[config.mk]
export PLATFORM = sky130hd
export DESIGN_NAME = cpu_out_uart
export DESIGN_NICKNAME = d
export VERILOG_FILES = /design/src/rtl/cpu_out_uart.sv
export SDC_FILE = /design/constraint.sdc
export NUM_CORES = 1
export LEC_CHECK = 0
export BUFFER_PORTS_ARGS = -buffer_cell sky130_fd_sc_hd__buf_4
export CORE_MARGIN = 4
export CORE_UTILIZATION = 56
export CTS_BUF_LIST = sky130_fd_sc_hd__clkbuf_2 sky130_fd_sc_hd__clkbuf_4 sky130_fd_sc_hd__clkbuf_8
export DETAILED_ROUTE_END_ITERATION = 8
export PLACE_DENSITY = 0.78
export SETUP_SLACK_MARGIN = 0.02
export SYNTH_ARGS = -nofsm -noshare
export SYNTH_HDL_FRONTEND = slang
export SYNTH_SLANG_ARGS = --single-unit
[constraint.sdc]
create_clock -name CLK -period 2.4 [get_ports CLK]
set_input_delay 0.48 -clock CLK [delete_from_list [all_inputs] [get_ports CLK]]
set_output_delay 0.48 -clock CLK [all_outputs]
set_load 0.02 [all_outputs]
[src/rtl/cpu_out_uart.sv]
// CPU output port: byte FIFO feeding an 8N1 serial transmitter.
// Writes never stall; bytes arriving while the FIFO is full are dropped.
module cpu_out_uart #(
  parameter int DEPTH        = 4,
  parameter int CLKS_PER_BIT = 4
) (
  input  logic                     CLK,
  input  logic                     reset,
  input  logic [7:0]               out_data,
  input  logic                     out_we,
  output logic                     tx,
  output logic                     busy,
  output logic [$clog2(DEPTH):0]   count,
  output logic                     full,
  output logic                     empty,
  output logic                     overflow
);

  localparam int AW = $clog2(DEPTH);
  localparam int CW = AW + 1;
  localparam int BW = $clog2(CLKS_PER_BIT);

  localparam logic [CW-1:0] DEPTH_C  = CW'(DEPTH);
  localparam logic [BW-1:0] BIT_LAST = BW'(CLKS_PER_BIT - 1);

  typedef enum logic [1:0] {
    IDLE,
    START,
    DATA,
    STOP
  } state_t;

  state_t        state_q, state_d;
  logic [7:0]    mem_q [DEPTH];
  logic [7:0]    mem_d [DEPTH];
  logic [AW-1:0] wr_ptr_q, wr_ptr_d;
  logic [AW-1:0] rd_ptr_q, rd_ptr_d;
  logic [CW-1:0] count_q, count_d;
  logic          ovf_q, ovf_d;
  logic [7:0]    shift_q, shift_d;
  logic [BW-1:0] bit_cnt_q, bit_cnt_d;
  logic [2:0]    bit_idx_q, bit_idx_d;
  logic          tx_q, tx_d;
  logic          pop;
  logic          push;

  // Serializer next state: pop from IDLE, then start, 8 data bits, stop.
  always_comb begin
    state_d   = state_q;
    shift_d   = shift_q;
    bit_cnt_d = bit_cnt_q;
    bit_idx_d = bit_idx_q;
    tx_d      = tx_q;
    pop       = 1'b0;
    unique case (state_q)
      IDLE: begin
        tx_d = 1'b1;
        if (count_q != '0) begin
          pop       = 1'b1;
          shift_d   = mem_q[rd_ptr_q];
          state_d   = START;
          bit_cnt_d = BIT_LAST;
          tx_d      = 1'b0;
        end
      end
      START: begin
        if (bit_cnt_q == '0) begin
          state_d   = DATA;
          bit_idx_d = 3'd0;
          bit_cnt_d = BIT_LAST;
          tx_d      = shift_q[0];
        end else begin
          bit_cnt_d = bit_cnt_q - 1'b1;
        end
      end
      DATA: begin
        if (bit_cnt_q == '0) begin
          bit_cnt_d = BIT_LAST;
          if (bit_idx_q == 3'd7) begin
            state_d = STOP;
            tx_d    = 1'b1;
          end else begin
            bit_idx_d = bit_idx_q + 3'd1;
            shift_d   = {1'b0, shift_q[7:1]};
            tx_d      = shift_q[1];
          end
        end else begin
          bit_cnt_d = bit_cnt_q - 1'b1;
        end
      end
      STOP: begin
        tx_d = 1'b1;
        if (bit_cnt_q == '0) begin
          state_d = IDLE;
        end else begin
          bit_cnt_d = bit_cnt_q - 1'b1;
        end
      end
      default: begin
        state_d = IDLE;
        tx_d    = 1'b1;
      end
    endcase
  end

  // FIFO bookkeeping: a full FIFO still accepts a write when it pops too.
  always_comb begin
    mem_d    = mem_q;
    wr_ptr_d = wr_ptr_q;
    rd_ptr_d = rd_ptr_q;
    count_d  = count_q;
    push     = out_we && ((count_q != DEPTH_C) || pop);
    ovf_d    = ovf_q || (out_we && !push);
    if (push) begin
      mem_d[wr_ptr_q] = out_data;
      wr_ptr_d        = wr_ptr_q + 1'b1;
    end
    if (pop) begin
      rd_ptr_d = rd_ptr_q + 1'b1;
    end
    if (push && !pop) begin
      count_d = count_q + 1'b1;
    end else if (pop && !push) begin
      count_d = count_q - 1'b1;
    end
  end

  // State registers; reset aborts any frame and discards buffered bytes.
  always_ff @(posedge CLK or posedge reset) begin
    if (reset) begin
      state_q   <= IDLE;
      mem_q     <= '{default: '0};
      wr_ptr_q  <= '0;
      rd_ptr_q  <= '0;
      count_q   <= '0;
      ovf_q     <= 1'b0;
      shift_q   <= '0;
      bit_cnt_q <= '0;
      bit_idx_q <= '0;
      tx_q      <= 1'b1;
    end else begin
      state_q   <= state_d;
      mem_q     <= mem_d;
      wr_ptr_q  <= wr_ptr_d;
      rd_ptr_q  <= rd_ptr_d;
      count_q   <= count_d;
      ovf_q     <= ovf_d;
      shift_q   <= shift_d;
      bit_cnt_q <= bit_cnt_d;
      bit_idx_q <= bit_idx_d;
      tx_q      <= tx_d;
    end
  end

  assign tx       = tx_q;
  assign busy     = (state_q != IDLE);
  assign count    = count_q;
  assign full     = (count_q == DEPTH_C);
  assign empty    = (count_q == '0);
  assign overflow = ovf_q;

endmodule

==> results.md <==
- Internal portion of total power: 2.90 mW
- Cell with the most instances on the worst path: inv_1
- Initial DRC count: 87
- Leakage power summed over all cells: 1.41 nW
- Final critical-path required period: 2.22 ns
- ANT nets after route: 0
- Summed negative setup slack over all endpoints: 0 ns
- Mean cell area of the mapped netlist: 12.9 µm²
- Worst Setup End Kind: register
- Main flop type after synthesis: dfrtp_1
- Initial Util: 58.3%
- Post-Synthesis Net Count: 241
- Switching share of total power: 36.9%
- Horizontal die dimension: 78.6 µm
- DRC violations left: 0
- Number of detailed-route iterations in the first pass: 4
- Yosys warnings: 0
- CORE AREA: 0.00479 mm²
- Crit start category: register
- Vias: 1698
- Die footprint: 0.00617 mm²
- Final routed wire length divided by cell count: 15.6 µm
- Pin count of the biggest net entering global routing: 31
- Total clock buffers created by CTS: 5
- Number of antenna repair diodes: 0
- CTS HTree Levels: 2
- Top-count cell post-synth: dfrtp_1
- IR Drop Worst-Case VDD: 858 µV
- Number of input and output port buffers inserted: 18
- Setup CP Type: register to register
- Clock sink count: 56
- Boundary Pins: 19
- Endpoint of the lowest-slack register-to-register path: count[1]$_DFFE_PP0P_
- Logic depth of the worst register-to-register path: 8
- Number of enable-type register cells in the synthesized netlist: 0
- First-pass GRT wire length: 8510 µm
- Fraction of layout cells with a size suffix above 1: 38.5%
- Slack of the worst reg-to-reg path: 0.18 ns
- Later-pin clock latency in the skew report: 0.31 ns
- Routed wire length: 4840 µm
- Largest area contributor in the synthesized netlist: dfrtp_1
- Flip-flop and latch area: 0.00140 mm²
- Routability Congestion: 0.792
- Headroom to the max-slew limit: 60.4%
- Combined area of the multi-input logic cells: 0.00133 mm²
- Gr usage total: 17.7%
- Post-DP HPWL: 3380 µm
- Layout area overhead: 13.0%
- Number of stages on the worst setup path: 8
- Detail-routed via count per cell: 5.46
- Share of async-settable or async-resettable flops after synthesis: 100%
- Clock tree from TritonCTS: built
- Hold Buf Count CTS: 0
- Antenna violations before repair: 0
- Critical Path AT: 2.42 ns
- Result of the run: finished, final reports clean
- Worst-margin pin slew: 0.594 ns
- Number of buffers between clock root and the deepest sink: 2
- CTS resizes: 0
- Clock-pin transition on the worst setup and hold timing paths: 0.10 ns
- Power density over cell area: 1460 mW/mm²
- Vias in the first global route: 1753
- Top post-synthesis cells by area: dfrtp_1 49%, mux2_2 18%, mux2i_1 5.7%, ha_1 5.4%, o221ai_1 2.2%
- Sequential share of the synthesized area: 50.3%
- Layout Nets: 267
- Gate family responsible for the most delay along the worst path: adder cells
- Cell type of the slowest stage on the worst timing path: fa_1
- Post-route cell area: 0.00315 mm²
- Crit path max fanout: 7
- Setup Viol. Count Final: 0
- Hold violation total from the final report: 0
- Cell area after technology mapping: 0.00279 mm²
- Most numerous cell types in the synthesized netlist: 55 x dfrtp_1, 45 x mux2_2, 16 x mux2i_1, 15 x nand2_1, 12 x ha_1
- Root buffer cell: clkbuf_8
- Top-area cell type share of the netlist area: 49.3%
- Clock network power share: 11.8%
- Unrepaired setup endpoints after global routing: false
- Maximum clock frequency: 0.450 GHz
- #FFs+latches synth: 56
- Post-CTS Setup Bufs: 0
- Number of pins exceeding their max-slew limit in the final report: 0
- Cell count after synthesis: 217
- Post-synth cell types: 37
- Combinational fraction of design power: 49.3%
- Number of rows in the core area: 25
- Data required time at the worst endpoint: 2.60 ns
- Global-route congestion overflow total: 0
- Min-Delay Path Class: input port to async pin
- Cells along the critical path: inv_1 -> ha_2 -> nor4b_4 -> nor2b_2 -> ha_1 -> inv_1 -> fa_1 -> mux2_2
- # fillers: 353
- Final worst-path cycle share: 92.5%
- Switching Power: 1.70 mW
- Portion of total power attributed to sequential cells: 39.0%
- Buffers plus inverters on the worst setup path: 2
- Delay of the slowest cell on the worst path: 0.41 ns
- Final clock skew: 0.0113 ns
- Placed standard-cell area: 0.00305 mm²
- Height of the die: 78.6 µm
- Maximum Capacitance Violations: 0
- R2R Path Start: state_q[0]$_DFFE_PP0P_
==> worst max-delay path by stage <==
stage,endpoint,slack [ns],start
2_1_floorplan,count[1]$_DFFE_PP0P_,0.07,state_q[0]$_DFFE_PP0P_
5_1_grt,count[2]$_DFFE_PP0P_,0.06,state_q[0]$_DFFE_PP0P_
3_5_place_dp,count[2]$_DFFE_PP0P_,0.08,state_q[0]$_DFFE_PP0P_
4_1_cts,count[2]$_DFFE_PP0P_,0.04,state_q[0]$_DFFE_PP0P_
3_3_place_gp,count[2]$_DFFE_PP0P_,0.17,state_q[0]$_DFFE_PP0P_
6_report,count[1]$_DFFE_PP0P_,0.18,state_q[0]$_DFFE_PP0P_
==> layer usage <==
metal / vias up / GRT usage (%) / share of wire [%]
met5: - / 0 / 0
met4: 0 / 5.24 / 1.2
met3: 6 / 4.13 / 2.3
met2: 16 / 26.2 / 45
met1: 845 / 25.9 / 51
li1: 831 / - / -
==> kinds of logic after synthesis <==
| kind of cell | share of synthesized area (%) |
|---|---|
| multiplexers | 23.9 |
| flip-flops | 50.3 |
| AND/OR/NAND/NOR | 7.81 |
| AO/OA/AOI/OAI | 7.63 |
| buffers and inverters | 2.38 |
| adder cells (fa/ha/maj) | 6.10 |
| XOR/XNOR | 1.88 |
==> power groups by stage <==
stage / logic, mW / clock network (mW) / registers, mW
final: 2.27 / 0.541 / 1.79
after global routing: 2.50 / 0.595 / 1.87
after CTS: 2.28 / 0.557 / 1.80
after detailed placement: 2.26 / 0 / 1.82
after global placement: 2.20 / 0 / 1.80
after floorplan: 1.77 / 0 / 1.74
==> area by class of cell <==
cell class	instances	area share, %
clock inverter	2	0.477
clock buffer	6	2.62
tap	67	2.66
multi-input combinational	144	42.1
timing repair buffer	25	6.35
sequential	56	44.5
inverter	11	1.31
==> metrics by stage <==
step                      std cells  util (%)  hold slack, ns  power [mW]  setup WS [ns]
after CTS                       311      65.7           0.250        4.63         0.0405
after floorplan                 217         -           0.464        3.52         0.0748
after detailed placement        303      63.7           0.488        4.08         0.0803
after global placement          303      63.7           0.468        4.00          0.173
final                           311      65.8           0.230        4.60          0.180
after global routing            311      65.8           0.281        4.97         0.0556
==> cells in the final DEF, fill, tap and decap left out, types with 2 or more instances in the layout <==
cell / netlist / routed
a21oi_1: 2 / 2
a22oi_1: 2 / 2
buf_4: 0 / 24
clkbuf_8: 0 / 6
clkinvlp_4: 0 / 2
dfrtp_1: 55 / 55
ha_1: 12 / 11
inv_1: 11 / 10
mux2_2: 45 / 45
mux2i_1: 16 / 16
nand2_1: 15 / 15
nand2b_1: 3 / 3
nor2_1: 4 / 4
nor2_2: 4 / 4
o21ai_0: 5 / 5
o221ai_1: 7 / 7
o22ai_1: 2 / 2
or2_2: 3 / 3
xnor2_1: 3 / 3
xor2_1: 3 / 3
==> sequential cells by signal (all words and copies together) (netlist names) <==
register,cells
mem_q,32
shift_q,8
bit_idx_q,3
count,3
bit_cnt_q,2
rd_ptr_q,2
state_q,2
wr_ptr_q,2
overflow,1
tx,1
No activity file was read; power rests on OpenSTA's default activity.
